==> src/rtl/async_fifo_rptr_empty_if.sv <==
// Read-side consumer handshake of the dual-clock FIFO: FWFT data word with valid/ready.
interface async_fifo_rptr_empty_if #(
    parameter int DATASIZE = 8
);
    logic [DATASIZE-1:0] rdata;
    logic                rvalid;
    logic                rready;

    modport master (output rdata, output rvalid, input rready);
    modport slave  (input rdata, input rvalid, output rready);
endinterface

==> src/rtl/async_fifo_rptr_empty.sv <==
// Read-domain control of the dual-clock FIFO: wptr synchroniser, Gray read pointer,
// registered empty, fill level / almost-empty and a first-word-fall-through output register.
module async_fifo_rptr_empty #(
    parameter int ADDRSIZE      = 4,
    parameter int DATASIZE      = 8,
    parameter int AEMPTY_THRESH = 2
) (
    input  logic                    rclk,
    input  logic                    rrst,
    input  logic [ADDRSIZE:0]       wptr,
    output logic [ADDRSIZE:0]       rptr,
    output logic [ADDRSIZE-1:0]     raddr,
    input  logic [DATASIZE-1:0]     mem_rdata,
    async_fifo_rptr_empty_if.master rd,
    output logic                    rempty,
    output logic [ADDRSIZE:0]       rlevel,
    output logic                    ralmost_empty
);
    localparam logic [ADDRSIZE:0] AE_LEVEL = (ADDRSIZE+1)'(AEMPTY_THRESH);

    function automatic logic [ADDRSIZE:0] bin2gray(input logic [ADDRSIZE:0] b);
        return (b >> 1) ^ b;
    endfunction

    function automatic logic [ADDRSIZE:0] gray2bin(input logic [ADDRSIZE:0] g);
        logic [ADDRSIZE:0] b;
        b[ADDRSIZE] = g[ADDRSIZE];
        for (int i = ADDRSIZE - 1; i >= 0; i--) begin
            b[i] = b[i+1] ^ g[i];
        end
        return b;
    endfunction

    logic [ADDRSIZE:0] rq1_wptr;
    logic [ADDRSIZE:0] rq2_wptr;
    logic [ADDRSIZE:0] rbin;
    logic [ADDRSIZE:0] rbinnext;
    logic [ADDRSIZE:0] rgraynext;
    logic              rempty_val;
    logic              pop;

    // A word leaves storage whenever one exists and the output register is free or being drained.
    assign pop        = ~rempty & (~rd.rvalid | rd.rready);
    assign rbinnext   = rbin + {{ADDRSIZE{1'b0}}, pop};
    assign rgraynext  = bin2gray(rbinnext);
    assign rempty_val = (rgraynext == rq2_wptr);
    assign raddr      = rbin[ADDRSIZE-1:0];

    assign rlevel        = gray2bin(rq2_wptr) - rbin;
    assign ralmost_empty = (rlevel <= AE_LEVEL);

    always_ff @(posedge rclk) begin
        if (rrst) begin
            rq1_wptr  <= '0;
            rq2_wptr  <= '0;
            rbin      <= '0;
            rptr      <= '0;
            rempty    <= 1'b1;
            rd.rdata  <= '0;
            rd.rvalid <= 1'b0;
        end else begin
            {rq2_wptr, rq1_wptr} <= {rq1_wptr, wptr};
            rbin   <= rbinnext;
            rptr   <= rgraynext;
            rempty <= rempty_val;
            if (pop) begin
                rd.rdata  <= mem_rdata;
                rd.rvalid <= 1'b1;
            end else if (rd.rvalid && rd.rready) begin
                rd.rvalid <= 1'b0;
            end
        end
    end
endmodule

==> src/flat_wrapper.sv <==
// flat-port wrapper written by rule: the top's interface ports become plain ports
module async_fifo_rptr_empty_flat 
#(
    parameter int ADDRSIZE      = 4,
    parameter int DATASIZE      = 8,
    parameter int AEMPTY_THRESH = 2
)
  (rclk, rrst, wptr, rptr, raddr, mem_rdata, rempty, rlevel, ralmost_empty, rd_rdata, rd_rvalid, rd_rready);
  async_fifo_rptr_empty_if #(.DATASIZE(DATASIZE)) rd_i ();
  input  logic rclk;
  input  logic rrst;
  input  logic [ADDRSIZE:0] wptr;
  output logic [ADDRSIZE:0] rptr;
  output logic [ADDRSIZE-1:0] raddr;
  input  logic [DATASIZE-1:0] mem_rdata;
  output logic rempty;
  output logic [ADDRSIZE:0] rlevel;
  output logic ralmost_empty;
  output wire logic [$bits(rd_i.rdata)-1:0] rd_rdata;
  output wire logic [$bits(rd_i.rvalid)-1:0] rd_rvalid;
  input wire logic [$bits(rd_i.rready)-1:0] rd_rready;
  assign rd_rdata = rd_i.rdata;
  assign rd_rvalid = rd_i.rvalid;
  assign rd_i.rready = rd_rready;
  async_fifo_rptr_empty #(.ADDRSIZE(ADDRSIZE), .DATASIZE(DATASIZE), .AEMPTY_THRESH(AEMPTY_THRESH)) u_core (.rclk(rclk), .rrst(rrst), .wptr(wptr), .rptr(rptr), .raddr(raddr), .mem_rdata(mem_rdata), .rd(rd_i), .rempty(rempty), .rlevel(rlevel), .ralmost_empty(ralmost_empty));
endmodule
==> config.mk <==
export PLATFORM = sky130hd
export DESIGN_NAME = async_fifo_rptr_empty_flat
export DESIGN_NICKNAME = d
export VERILOG_FILES = /design/src/rtl/async_fifo_rptr_empty_if.sv /design/src/rtl/async_fifo_rptr_empty.sv /design/src/flat_wrapper.sv
export SDC_FILE = /design/constraint.sdc
export NUM_CORES = 1
export LEC_CHECK = 0
export ABC_AREA = 1
export BUFFER_PORTS_ARGS = -buffer_cell sky130_fd_sc_hd__buf_2
export CORE_MARGIN = 2
export CORE_UTILIZATION = 55
export CTS_BUF_LIST = sky130_fd_sc_hd__clkbuf_4 sky130_fd_sc_hd__clkbuf_8
export DETAILED_ROUTE_END_ITERATION = 10
export PLACE_DENSITY_LB_ADDON = 0.25
export SLEW_MARGIN = 20
export SYNTH_ARGS = -nofsm -noshare
export SYNTH_HDL_FRONTEND = slang
export SYNTH_SLANG_ARGS = --single-unit
==> constraint.sdc <==
create_clock -name rclk -period 4.35 [get_ports rclk]
set_input_delay 0.6525 -clock rclk [delete_from_list [all_inputs] [get_ports rclk]]
set_output_delay 0.6525 -clock rclk [all_outputs]
set_load 0.05 [all_outputs]
# Word level (Yosys, flattened, before mapping)
# Cells that the tools add are included.
[classes]
addsub = 2
order_cmp = 1
eq_ne = 1
muxes = 2
n_bitwise = 9
reduce_logical = 2
[op_table]
columns = ["op", "n"]
rows = [
  ["$add A5 B1 Y5", 1],
  ["$eq A5 B5 Y1", 1],
  ["$le A5 B2 Y1 const B", 1],
  ["$sub A5 B5 Y5", 1],
  ["$xor A4 B5 Y5", 1],
  ["$xor A1 B1 Y1", 4],
  ["$mux W1", 2],
  ["$not A1 Y1", 2],
  ["$reduce_bool A2 Y1", 1],
  ["$and A1 B1 Y1", 1],
  ["$logic_and A1 B1 Y1", 1],
  ["$or A1 B1 Y1", 1],
]
[word_totals]
ff_bits = 30
input_bits = 16
output_inout_bits = 25
elab_cells = 24

# Depth between registers and ports, before layout
# Gate-level depths: netlist of run 1.
[depth]
ltp_word = 6
ltp_mapped = 15
ltp_nobuf = 15

# Least setup slack after synthesis of run 1
# Ideal clock, no wire load.
[synth_path]
path_type = "register -> output"
start = "register u_core.rq2_wptr[4]"
end = "output port ralmost_empty"
arrival_ns = 2.794
t_required_ns = 3.697
slack_ns = 0.904
path_stages_with_launch = 10
path_buffers = 0
cell_sequence = "dfxtp_1 > xor2_2 > xor2_2 > xnor3_1 > ha_1 > inv_1 > fa_1 > a21oi_1 > nand2_1 > nor2_1"
[synth_between]
elab_chain_len = 6
[synth_rtl]
columns = ["element", "line", "rtl"]
rows = [
  ["start: declaration", "async_fifo_rptr_empty.sv:35", "logic [ADDRSIZE:0] rq2_wptr;"],
  ["start signal: assignment", "async_fifo_rptr_empty.sv:62", "{rq2_wptr, rq1_wptr} <= {rq1_wptr, wptr};"],
  ["$xor A1 B1 Y1 * (3 in a row)", "async_fifo_rptr_empty.sv:29", "b[i] = b[i+1] ^ g[i];"],
  ["$xor A1 B1 Y1", "async_fifo_rptr_empty.sv:29", ""],
  ["$sub A5 B5 Y5 *", "async_fifo_rptr_empty.sv:49", "assign rlevel = gray2bin(rq2_wptr) - rbin;"],
  ["named net rlevel[1]", "flat_wrapper.sv:17", "output logic [ADDRSIZE:0] rlevel;"],
  ["$le A5 B2 Y1 *", "async_fifo_rptr_empty.sv:50", "assign ralmost_empty = (rlevel <= AE_LEVEL);"],
  ["end: declaration", "flat_wrapper.sv:18", "output logic ralmost_empty;"],
]
# The timed path passes the listed nets; every way through them passes the cells marked *.

# Worst setup path after layout of run 1
[layout_path]
start = "register u_core.rq2_wptr[4]"
end = "output port ralmost_empty"
[layout_between]
elab_chain_len = 6
[layout_rtl]
columns = ["element", "line"]
rows = [
  ["$xor A1 B1 Y1 (4 in a row)", "async_fifo_rptr_empty.sv:29"],
  ["$sub A5 B5 Y5 *", "async_fifo_rptr_empty.sv:49"],
  ["$le A5 B2 Y1 *", "async_fifo_rptr_empty.sv:50"],
]
# Mark *: on every way between the ends. The rest lies on a longest branch, timed or not.

==> results.tsv, run 1 <==
stage	metric	value	unit
status	run_status	finished, final reports clean	
logic_synthesis	postSynthNetCount	208	
clocking	cts-resized-gates	0	
global_routing	vias_in_the_first_global_route	1072	
worst_setup_path	critical_path.cell_chain	xor2_2 -> xor2_2 -> xnor3_1 -> ha_1 -> inv_1 -> fa_1 -> a21oi_1 -> nand2_1 -> nor2_1 -> buf_2	
logic_synthesis	async_reset_ff_share	0	%
drt	wl	2740	um
sta	fin_crit_sh	77.5	%
sta	relSlewSlack	74.0	%
logic_synthesis	synthDominantAreaCellType	sky130_fd_sc_hd__dfxtp_1	
logic_synthesis	postSynthCellCount	185	
min_path	hold_path.class	flip-flop to flip-flop	
worst_setup_path	setup.worst_path.start_class	flip-flop	
sta	maximum_clock_frequency	0.297	GHz
sta	finClkSkew	0.00659	ns
placement	place.gp.congestion	0.836	
floorplanning	die-area	2870	um2
power_and_ir_drop	finalPower	1.11	mW
logic_synthesis	synthDominantCellAreaShare	43.0	%
worst_setup_path	timing.critical_path.arrival	2.72	ns
clocking	insertion_delay	0.32	ns
worst_setup_path	critical_path.max_fanout	3	
floorplanning	design.core.area	2280	um2
final_layout	antenna-diode-count	0	
worst_setup_path	crit_path_frequent_cell	sky130_fd_sc_hd__xor2_2	
worst_setup_path	setup.worst_path.end	ralmost_empty	
logic_synthesis	synth_top_cells_by_count	37 x sky130_fd_sc_hd__nand2_1, 34 x sky130_fd_sc_hd__nor2_1, 33 x sky130_fd_sc_hd__inv_1, 29 x sky130_fd_sc_hd__dfxtp_1, 15 x sky130_fd_sc_hd__nand3_1	
clocking	post_cts_buffers	0	
logic_synthesis	syn_area_per_cell	7.30	um2
logic_synthesis	synth.yosys.seq_area_share	43.0	%
worst_setup_path	regToRegEndpoint	u_core.rempty$_SDFF_PP1_	
final_layout	syn_to_final_growth	21.2	%
placement	hpwl_reported_at_the_end_of_detailed_placement	2160	um
clocking	cts.clk_slew.worst_paths	0.09	ns
power_and_ir_drop	static-leakage-power	0.899	nW
drt	remaining_drc_errors	0	
sta	post-route-worst-setup-slack	0.978	ns
sta	grt_setup_unrepaired	no	
worst_setup_path	worstRegToRegCells	14	
logic_synthesis	yosysWarnings	0	
logic_synthesis	count_of_flip_flops_with_a_built_in_enable_after_synthesis	0	
clocking	ctsLongestPathBuffers	2	
sta	timing.final.crit_period	3.37	ns
global_routing	antenna_found_initial	0	
floorplanning	chipWidth	53.6	um
global_routing	gr-usage-all-layers	21.3	%
worst_setup_path	cp_slowest_stage_delay	0.44	ns
worst_setup_path	worst-setup-path-type	flip-flop to output pin	
global_routing	grt.overflow.total	0	
clocking	cts_hold_buf	0	
sta	report.final.setup_viol	0	
floorplanning	design.portCount	41	
clocking	ctsRootBufferMaster	sky130_fd_sc_hd__clkbuf_4	
sta	timing.final.hold_violations	0	
floorplanning	core.rowCount	17	
final_layout	final_cell_area	1640	um2
power_and_ir_drop	power_density	680	nW/um2
floorplanning	die-height	53.6	um
global_routing	pin_count_of_the_biggest_net_entering_global_routing	22	
drt	drt-initial-drc-count	33	
sta	worst_slew_pin_slew	0.391	ns
placement	numPortBuffers	40	
clocking	clock_tree_from_tritoncts	built	
logic_synthesis	ys_types	17	
global_routing	grt_first_pass_wirelength	4310	um
drt	number_of_iterations_in_the_first_detailed_routing_pass	4	
worst_setup_path	crit-reg2reg-launch	u_core.rd.rvalid$_SDFFE_PP0P_	
worst_setup_path	setup.worst_path.start	u_core.rq2_wptr[4]$_SDFF_PP0_	
worst_setup_path	ff2ff_setup_slack	2.29	ns
drt	detailroute.via_count	1251	
drt	detail_route.vias_per_cell	4.85	
final_layout	nFillCells	186	
drt	wl_per_cell	10.6	um
job	drv_cap	0	
final_layout	multi_input_comb_area	636	um2
worst_setup_path	end_kind	output pin	
final_layout	final_layout_size_suffix_gt1_share	22.6	%
sta	fin_tns_setup	0	ns
logic_synthesis	ys.flop_type	sky130_fd_sc_hd__dfxtp_1	
logic_synthesis	yosys-top-cells-area	sky130_fd_sc_hd__dfxtp_1 43%, sky130_fd_sc_hd__nand2_1 10%, sky130_fd_sc_hd__nor2_1 9.4%	
placement	cell_area_placed	1580	um2
clocking	cts_inserted_buffers	5	
drt	routed_antenna_nets	0	
floorplanning	initial_utilization	59.4	%
power_and_ir_drop	peakVddDrop	0.000485	V
worst_setup_path	worst_path_max_delay_cell	sky130_fd_sc_hd__fa_1	
placement	detailedPlace.worstSlack	1.34	ns
clocking	cts.htree.levels	2	
sta	report.final.slew_viol_count	0	
clocking	cts_sinks	29	
logic_synthesis	netlist_area	1350	um2
logic_synthesis	synthMostInstantiatedCell	sky130_fd_sc_hd__nand2_1	
logic_synthesis	ys_ff_latch	29	
final_layout	register_area	581	um2
worst_setup_path	required	3.70	ns
final_layout	nets	253	
-- layout make-up --
class	instances	area share, %
flip-flops and latches	29	35.4
repair buffers	40	12.2
inverters	34	7.79
well taps	28	2.14
clock buffers	7	3.59
multi-input cells	120	38.8
-- report_power, final --
| part | leakage, nW | total (mW) | internal, mW | switching, mW |
|---|---|---|---|---|
| sequential | 0.239 | 0.347 | 0.317 | 0.0298 |
| combinational | 0.625 | 0.598 | 0.144 | 0.455 |
| clock | 0.0348 | 0.169 | 0.0824 | 0.0864 |
| total | 0.899 | 1.11 | 0.543 | 0.571 |
-- cells by family (layout without fill, tap and decap cells) --
family / after synthesis / in the layout / synth area share [%]
and+or+nand+nor: 90 / 90 / 27.1
buffers and inverters: 36 / 81 / 10.0
DFF: 29 / 29 / 43.0
AOI/OAI and AO/OA: 16 / 16 / 6.20
adders and majority gates: 7 / 7 / 7.04
xor gates and xnor gates: 7 / 7 / 6.67
-- worst min path at each step --
stage	startpoint	endpoint	cells past startpoint
5_1_grt	u_core.rq1_wptr[2]$_SDFF_PP0_	u_core.rq2_wptr[2]$_SDFF_PP0_	2
4_1_cts	u_core.rq1_wptr[3]$_SDFF_PP0_	u_core.rq2_wptr[3]$_SDFF_PP0_	2
2_1_floorplan	u_core.rq1_wptr[0]$_SDFF_PP0_	u_core.rq2_wptr[0]$_SDFF_PP0_	2
3_3_place_gp	u_core.rq1_wptr[2]$_SDFF_PP0_	u_core.rq2_wptr[2]$_SDFF_PP0_	2
3_5_place_dp	u_core.rq1_wptr[3]$_SDFF_PP0_	u_core.rq2_wptr[3]$_SDFF_PP0_	2
6_report	u_core.rq1_wptr[3]$_SDFF_PP0_	u_core.rq2_wptr[3]$_SDFF_PP0_	2
-- flip-flops by register name (all words and copies together), names as in the netlist --
register and cells:
u_core.rd.rvalid 1, u_core.rempty 1, u_core.rptr 4, u_core.rq1_wptr 5
u_core.rd.rdata 8, u_core.rq2_wptr 5, u_core.rbin 5
-- layer usage --
| metal | wire, um | vias to the layer above | global-route usage, % |
|---|---|---|---|
| met1 | 1190 | 558 | 25.3 |
| met3 | 154 | 5 | 6.67 |
| met5 | 0 | - | 0 |
| li1 | - | 651 | - |
| met2 | 1350 | 37 | 34.8 |
| met4 | 41 | 0 | 10.3 |
-- layout by cell type (no fill, tap or decap), drive strengths merged --
cell,count
o21ai,8
nand3,15
dfxtp,29
nand4,3
nor2,34
buf,40
fa,1
ha,6
xor2,6
inv,34
clkbuf,7
xnor3,1
nand2,38
a21oi,8
-- metrics by stage --
step,util (%),cells,hold slack (ns)
after CTS,72.0,258,0.399
after global placement,69.4,251,0.390
final,72.0,258,0.394
after global routing,72.0,258,0.413
after floorplan,-,185,0.388
after detailed placement,69.4,251,0.392
-- worst max-delay path, delay by kind of cell (launching register included) --
family	cells	cell delay, ns
compound gates	1	0.16
xor+xnor	3	0.69
fa+ha+maj	2	0.63
buf+inv	2	0.35
flops	1	0.42
simple gates	2	0.15
(Power assumes the default switching activity.)
==> run 2: changes to the inputs <==
ABC_AREA = 0   (was 1)
CORE_UTILIZATION = 47   (was 55)
clock period = 2.85 ns   (was 4.35 ns; I/O delays follow)
==> run 2 against run 1 <==
Effect of this change:
- the run now ends with setup timing left
- clock skew down 0.0024 ns
- first-iteration DRC count down 42%
- global-route usage down 2.7 points
- setup slack worse by 1.5 ns
- final cell count down 17%
- non-clock buffer count up 14
- power up 38%
- sequential share of layout area down 3.1 points
- combinational power up 40%
- largest cell class unchanged
- highest routed layer unchanged
==> results.tsv, run 2 <==
stage	metric	value	unit
sta	maximum_clock_frequency	0.297	GHz
worst_setup_path	worst-setup-path-type	flip-flop to output pin	
sta	fin_crit_sh	118	%
logic_synthesis	postSynthCellCount	128	
drt	detailroute.via_count	1071	
global_routing	grt.overflow.total	0	
logic_synthesis	synthDominantAreaCellType	sky130_fd_sc_hd__dfxtp_1	
floorplanning	initial_utilization	48.4	%
floorplanning	die-height	56.6	um
floorplanning	chipWidth	56.6	um
logic_synthesis	syn_area_per_cell	10.2	um2
logic_synthesis	synthDominantCellAreaShare	44.6	%
global_routing	gr-usage-all-layers	18.5	%
final_layout	top_register_by_number_of_flip_flops	u_core.rd.rdata	
logic_synthesis	ys_ff_latch	29	
logic_synthesis	count_of_flip_flops_with_a_built_in_enable_after_synthesis	0	
clocking	cts_sinks	29	
global_routing	antenna_found_initial	0	
logic_synthesis	ys_types	28	
global_routing	grt.busiest_layer	met2	
final_layout	nets	207	
sta	finClkSkew	0.00424	ns
job	drv_cap	0	
power_and_ir_drop	internal_power	0.856	mW
drt	remaining_drc_errors	0	
sta	report.final.slew_viol_count	0	
drt	routed_antenna_nets	0	
power_and_ir_drop	clkPwrFrac	13.9	%
power_and_ir_drop	power_density	852	nW/um2
power_and_ir_drop	pwr-share-seq	31.7	%
min_path	hold_path.class	input port to flip-flop	
logic_synthesis	synth_top_cells_by_count	29 x sky130_fd_sc_hd__dfxtp_1, 16 x sky130_fd_sc_hd__nor2_1, 14 x sky130_fd_sc_hd__nor2b_1, 11 x sky130_fd_sc_hd__xnor2_1, 10 x sky130_fd_sc_hd__xor2_1	
global_routing	grt_first_pass_wirelength	4440	um
global_routing	globalRouteMet3Util	6.68	%
final_layout	commonest_cells_after_routing_fill_and_taps_aside	35 x sky130_fd_sc_hd__buf_2, 27 x sky130_fd_sc_hd__dfxtp_1, 16 x sky130_fd_sc_hd__nor2_1	
placement	cell_area_placed	1630	um2
clocking	cts.htree.levels	2	
power_and_ir_drop	combinationalPowerShare	54.5	%
floorplanning	die-area	3210	um2
global_routing	global_route.usage.met1	19.8	%
power_and_ir_drop	switching_power_as_a_share_of_total_power	44.2	%
logic_synthesis	synth.yosys.seq_area_share	44.6	%
worst_setup_path	end_kind	output pin	
final_layout	antenna-diode-count	0	
clocking	cts_inserted_buffers	5	
sta	post-route-worst-setup-slack	-0.512	ns
logic_synthesis	postSynthNetCount	151	
sta	worst_slew_pin_slew	0.762	ns
worst_setup_path	critical_path.max_fanout	2	
sta	grt_setup_unrepaired	yes	
logic_synthesis	netlist_area	1300	um2
status	failing_checks	setup timing	
clocking	insertion_delay	0.31	ns
global_routing	vias_in_the_first_global_route	1049	
global_routing	globalRouteMet2Util	32.6	%
sta	timing.final.crit_period	3.36	ns
floorplanning	design.portCount	41	
sta	timing.final.hold_violations	0	
power_and_ir_drop	switchingPower	0.679	mW
worst_setup_path	setup.worst_path.start_class	flip-flop	
worst_setup_path	required	2.42	ns
final_layout	syn_to_final_growth	38.5	%
final_layout	layout_commonest_cell	sky130_fd_sc_hd__buf_2	
final_layout	final_layout_size_suffix_gt1_share	41.0	%
global_routing	pin_count_of_the_biggest_net_entering_global_routing	30	
clocking	ctsLongestPathBuffers	2	
logic_synthesis	yosys-top-cells-area	sky130_fd_sc_hd__dfxtp_1 45%, sky130_fd_sc_hd__xnor2_1 7.4%, sky130_fd_sc_hd__nor2b_1 6.7%	
power_and_ir_drop	peakVddDrop	0.000639	V
logic_synthesis	ys.flop_type	sky130_fd_sc_hd__dfxtp_1	
placement	numPortBuffers	40	
power_and_ir_drop	static-leakage-power	0.839	nW
sta	report.final.setup_viol	4	
floorplanning	design.core.area	2690	um2
drt	wl_per_cell	12.4	um
floorplanning	core.rowCount	19	
logic_synthesis	synthMostInstantiatedCell	sky130_fd_sc_hd__dfxtp_1	
drt	detail_route.vias_per_cell	5.00	
final_layout	final_cell_area	1800	um2
logic_synthesis	yosysWarnings	0	
drt	drt-initial-drc-count	19	
clocking	ctsRootBufferMaster	sky130_fd_sc_hd__clkbuf_4	
placement	place.gp.congestion	0.761	
status	run_status	complete, but fails checks	
final_layout	max_ffs_per_register	8	
logic_synthesis	async_reset_ff_share	0	%
sta	relSlewSlack	48.8	%
placement	detailedPlace.worstSlack	-0.278	ns
drt	wl	2660	um
drt	number_of_iterations_in_the_first_detailed_routing_pass	4	
worst_setup_path	timing.critical_path.arrival	2.93	ns
placement	hpwl_reported_at_the_end_of_detailed_placement	1900	um
clocking	clock_tree_from_tritoncts	built	
clocking	cts.clk_slew.worst_paths	0.09	ns
-- run 2: cell count changes after synthesis, moves of 8 or more --
cell	before	now
sky130_fd_sc_hd__xnor2_1	0	11
sky130_fd_sc_hd__inv_1	33	5
sky130_fd_sc_hd__nor2b_1	0	14
sky130_fd_sc_hd__mux2i_1	0	8
sky130_fd_sc_hd__nand2_1	37	3
sky130_fd_sc_hd__nand3_1	15	2
sky130_fd_sc_hd__nor2_1	34	16
-- run 2: worst paths after layout --
check | start | endpoint | slack, ns | cells past startpoint
setup / recovery | u_core.rq2_wptr[3]$_SDFF_PP0_ | ralmost_empty | -0.51 | 12
hold / removal | wptr[0] | u_core.rq1_wptr[0]$_SDFF_PP0_ | 0.32 | 2
setup reg to reg | u_core.rd.rvalid$_SDFFE_PP0P_ | u_core.rempty$_SDFF_PP1_ | 0.48 | 9
hold reg to reg | u_core.rq1_wptr[3]$_SDFF_PP0_ | u_core.rq2_wptr[3]$_SDFF_PP0_ | 0.44 | 1
-- run 2: per-layer routing --
| metal | share of wire [%] | up-vias |
|---|---|---|
| met2 | 53 | 35 |
| met5 | 0 | - |
| li1 | - | 528 |
| met4 | 1.7 | 0 |
| met3 | 4.6 | 6 |
| met1 | 40 | 502 |
-- run 2: logic make-up after synthesis --
| group | count (synthesis) | synth area share (%) |
|---|---|---|
| xor+xnor | 22 | 15.4 |
| mux | 8 | 6.15 |
| compound gates | 13 | 7.88 |
| fa+ha+maj | 7 | 7.31 |
| flops | 29 | 44.6 |
| buf+inv | 10 | 3.27 |
| simple gates | 39 | 15.4 |
-- run 2: cell type report --
cell class / count / area (um2)
multi-input cells: 89 / 771
inverters: 5 / 18.8
flip-flops and latches: 29 / 583
clock inverters: 1 / 5.00
repair buffers: 54 / 348
clock buffers: 5 / 37.5
fillers: 211 / 885
well taps: 31 / 38.8
-- run 2: stage by stage --
| step | total power [mW] | hold WS (ns) | std cells | utilization, % | TNS [ns] |
|---|---|---|---|---|---|
| 6_report | 1.54 | 0.316 | 214 | 67.1 | -1.57 |
| 5_1_grt | 1.61 | 0.304 | 214 | 67.1 | -2.37 |
| 4_1_cts | 1.53 | 0.308 | 211 | 66.0 | -1.47 |
| 3_5_place_dp | 1.21 | 0.425 | 201 | 60.8 | -0.382 |
| 3_3_place_gp | 1.20 | 0.419 | 201 | 60.8 | -0.187 |
| 2_1_floorplan | 1.07 | 0.414 | 128 | - | -0.872 |
-- run 2: what timing repair did --
item | CTS | global route
gates resized for setup | 17 | 2
pin swaps | 5 | 2
endpoints found under the hold margin | 0 | 0
setup buffers | 5 | 4
endpoints found under the setup margin | 5 | 5
hold buffers | 0 | 0
-- run 2: critical path: stages, from the launching register on --
cell                        delay, ns
sky130_fd_sc_hd__dfxtp_2         0.35
sky130_fd_sc_hd__xor2_2          0.20
sky130_fd_sc_hd__xor2_2          0.19
sky130_fd_sc_hd__xor2_1          0.23
sky130_fd_sc_hd__xnor2_1         0.15
sky130_fd_sc_hd__ha_2            0.20
sky130_fd_sc_hd__inv_2           0.04
sky130_fd_sc_hd__fa_2            0.33
sky130_fd_sc_hd__a21o_1          0.19
sky130_fd_sc_hd__a21oi_4         0.18
sky130_fd_sc_hd__xnor2_4         0.11
sky130_fd_sc_hd__a2111oi_4       0.25
sky130_fd_sc_hd__buf_6           0.21
-- run 2: power groups by stage --
| stage | clock network, mW | logic, mW | registers (mW) |
|---|---|---|---|
| after floorplan | 0 | 0.430 | 0.643 |
| after global placement | 0 | 0.702 | 0.493 |
| after detailed placement | 0 | 0.719 | 0.495 |
| after CTS | 0.222 | 0.818 | 0.486 |
| after global routing | 0.240 | 0.885 | 0.490 |
| final | 0.213 | 0.836 | 0.486 |
==> run 3: changes to the inputs <==
--- a/config.mk
+++ b/config.mk
@@ -10,3 +10,3 @@
 export CORE_MARGIN = 2
-export CORE_UTILIZATION = 47
+export CORE_UTILIZATION = 55
 export CTS_BUF_LIST = sky130_fd_sc_hd__clkbuf_4 sky130_fd_sc_hd__clkbuf_8
==> constraint.sdc (replaced) <==
create_clock -name rclk -period 4 [get_ports rclk]
set_input_delay 0.8 -clock rclk [delete_from_list [all_inputs] [get_ports rclk]]
set_output_delay 0.8 -clock rclk [all_outputs]
set_load 0.05 [all_outputs]
==> run 3 against run 2 <==
Effect of this change:
- the flow now finishes without violations
- final cell count decreased by 5.6%
- setup slack better by 0.59 ns
- sequential share of layout area increased by 2.6 points
- via count increased by 1.7%
- hold slack gained 0.11 ns
- critical path type unchanged
- largest cell class unchanged
==> results.tsv, run 3 (synthesis results as in run 2) <==
stage	metric	value	unit
global_routing	antenna_found_initial	0	
worst_setup_path	worst_path_max_delay_cell	sky130_fd_sc_hd__dfxtp_4	
power_and_ir_drop	peakVddDrop	0.000461	V
worst_setup_path	cp_num_buf_inv	2	
clocking	clock_tree_from_tritoncts	built	
drt	number_of_iterations_in_the_first_detailed_routing_pass	4	
floorplanning	die-area	2770	um2
sta	relSlewSlack	60.8	%
drt	remaining_drc_errors	0	
floorplanning	die-height	52.6	um
global_routing	pin_count_of_the_biggest_net_entering_global_routing	30	
drt	wl	2840	um
sta	timing.final.crit_period	3.92	ns
sta	maximum_clock_frequency	0.255	GHz
worst_setup_path	critical_path.cell_chain	xor2_4 -> xor2_2 -> xor2_2 -> xnor2_1 -> ha_1 -> inv_1 -> fa_2 -> a21o_1 -> a21oi_2 -> xnor2_2 -> a2111oi_4 -> buf_6	
worst_setup_path	timing.critical_path.arrival	3.12	ns
drt	drt-initial-drc-count	20	
global_routing	grt.overflow.total	0	
final_layout	final_layout_size_suffix_gt1_share	35.6	%
placement	hpwl_reported_at_the_end_of_detailed_placement	1970	um
worst_setup_path	end_kind	output pin	
clocking	cts_inserted_buffers	5	
final_layout	antenna-diode-count	0	
final_layout	layout_commonest_cell	sky130_fd_sc_hd__buf_2	
sta	post-route-worst-setup-slack	0.0789	ns
drt	routed_antenna_nets	0	
power_and_ir_drop	static-leakage-power	0.781	nW
final_layout	max_ffs_per_register	8	
final_layout	nFillCells	164	
sta	timing.final.hold_violations	0	
clocking	insertion_delay	0.33	ns
floorplanning	design.portCount	41	
global_routing	grt_first_pass_wirelength	4180	um
final_layout	number_of_standard_cells_in_the_final_layout_excluding_fillers	202	
power_and_ir_drop	finalPower	1.05	mW
sta	report.final.slew_viol_count	0	
worst_setup_path	worst-setup-path-type	flip-flop to output pin	
global_routing	vias_in_the_first_global_route	1015	
clocking	ctsRootBufferMaster	sky130_fd_sc_hd__clkbuf_4	
worst_setup_path	critical_path.max_fanout	2	
job	drv_cap	0	
drt	wl_per_cell	14.1	um
final_layout	nets	197	
placement	detailedPlace.worstSlack	0.0240	ns
worst_setup_path	setup.worst_path.start_class	flip-flop	
worst_setup_path	crit_path_frequent_cell	sky130_fd_sc_hd__xor2_2	
floorplanning	initial_utilization	58.3	%
sta	fin_worst_hold_slack	0.424	ns
final_layout	syn_to_final_growth	29.2	%
min_path	hold_path.class	flip-flop to flip-flop	
placement	numPortBuffers	40	
global_routing	gr-usage-all-layers	21.9	%
clocking	cts_sinks	29	
worst_setup_path	cp_slowest_stage_delay	0.38	ns
sta	worst_slew_pin_slew	0.584	ns
final_layout	commonest_cells_after_routing_fill_and_taps_aside	39 x sky130_fd_sc_hd__buf_2, 27 x sky130_fd_sc_hd__dfxtp_1, 16 x sky130_fd_sc_hd__nor2_1	
sta	report.final.setup_viol	0	
floorplanning	chipWidth	52.6	um
floorplanning	design.core.area	2230	um2
placement	place.gp.congestion	0.830	
worst_setup_path	required	3.20	ns
clocking	cts.htree.levels	2	
sta	fin_crit_sh	98.0	%
floorplanning	core.rowCount	17	
clocking	ctsLongestPathBuffers	2	
worst_setup_path	worst_path_dominant_cell_family	XOR/XNOR gates	
status	run_status	finished, final reports clean	
final_layout	top_register_by_number_of_flip_flops	u_core.rd.rdata	
clocking	cts.clk_slew.worst_paths	0.09	ns
drt	detail_route.vias_per_cell	5.39	
sta	finClkSkew	0.0117	ns
placement	placedCellCount	192	
power_and_ir_drop	power_density	625	nW/um2
drt	detailroute.via_count	1089	
==> run 3: cell count changes in the layout (fill, tap and decap cells not counted), moves of 2 or more <==
| cell | before | now |
|---|---|---|
| sky130_fd_sc_hd__buf_4 | 14 | 4 |
| sky130_fd_sc_hd__buf_2 | 35 | 39 |
| sky130_fd_sc_hd__dfxtp_4 | 0 | 2 |
| sky130_fd_sc_hd__dfxtp_2 | 2 | 0 |
| sky130_fd_sc_hd__buf_8 | 3 | 0 |
| sky130_fd_sc_hd__ha_1 | 4 | 6 |
==> run 3: report_power, final <==
group	leakage, nW	switching (mW)	total [mW]	internal (mW)
Combinational	0.507	0.357	0.518	0.162
Sequential	0.240	0.0242	0.348	0.324
Clock	0.0348	0.0960	0.186	0.0896
==> run 3: layout make-up <==
| cell class | instances | area, um2 | share of cell area [%] |
|---|---|---|---|
| sequential | 29 | 588 | 35.0 |
| inverter | 5 | 18.8 | 1.12 |
| tap | 28 | 35.0 | 2.08 |
| multi-input combinational | 89 | 744 | 44.3 |
| timing repair buffer | 44 | 236 | 14.1 |
| clock buffer | 7 | 58.8 | 3.50 |
==> run 3: stage by stage <==
| step | area (um2) | setup TNS (ns) | utilization (%) |
|---|---|---|---|
| after global routing | 1680 | -0.00517 | 75.3 |
| after floorplan | 1330 | 0 | - |
| after detailed placement | 1550 | 0 | 69.2 |
| after CTS | 1650 | 0 | 73.8 |
| after global placement | 1550 | 0 | 69.2 |
| final | 1680 | 0 | 75.3 |
==> run 3: timing repair <==
item                       CTS  global route
gates resized for setup      5             7
setup endpoints to repair    2             2
pin swaps                    2             3
buffers inserted             2             1
hold buffers                 0             0
==> run 3: layer usage <==
| metal | wire length [um] | track usage [%] |
|---|---|---|
| met5 | 0 | 0 |
| met4 | 119 | 16.7 |
| met3 | 211 | 10.6 |
| met2 | 1410 | 34.8 |
| met1 | 1100 | 21.6 |
==> run 3: final timing paths <==
path,start,end,slack [ns],cells past startpoint
worst min-delay path,u_core.rq1_wptr[4]$_SDFF_PP0_,u_core.rq2_wptr[4]$_SDFF_PP0_,0.42,1
worst max-delay path,u_core.rq2_wptr[4]$_SDFF_PP0_,ralmost_empty,0.08,12
worst max register to register,u_core.rd.rvalid$_SDFFE_PP0P_,u_core.rempty$_SDFF_PP1_,1.41,10
worst min register to register,u_core.rq1_wptr[4]$_SDFF_PP0_,u_core.rq2_wptr[4]$_SDFF_PP0_,0.42,1
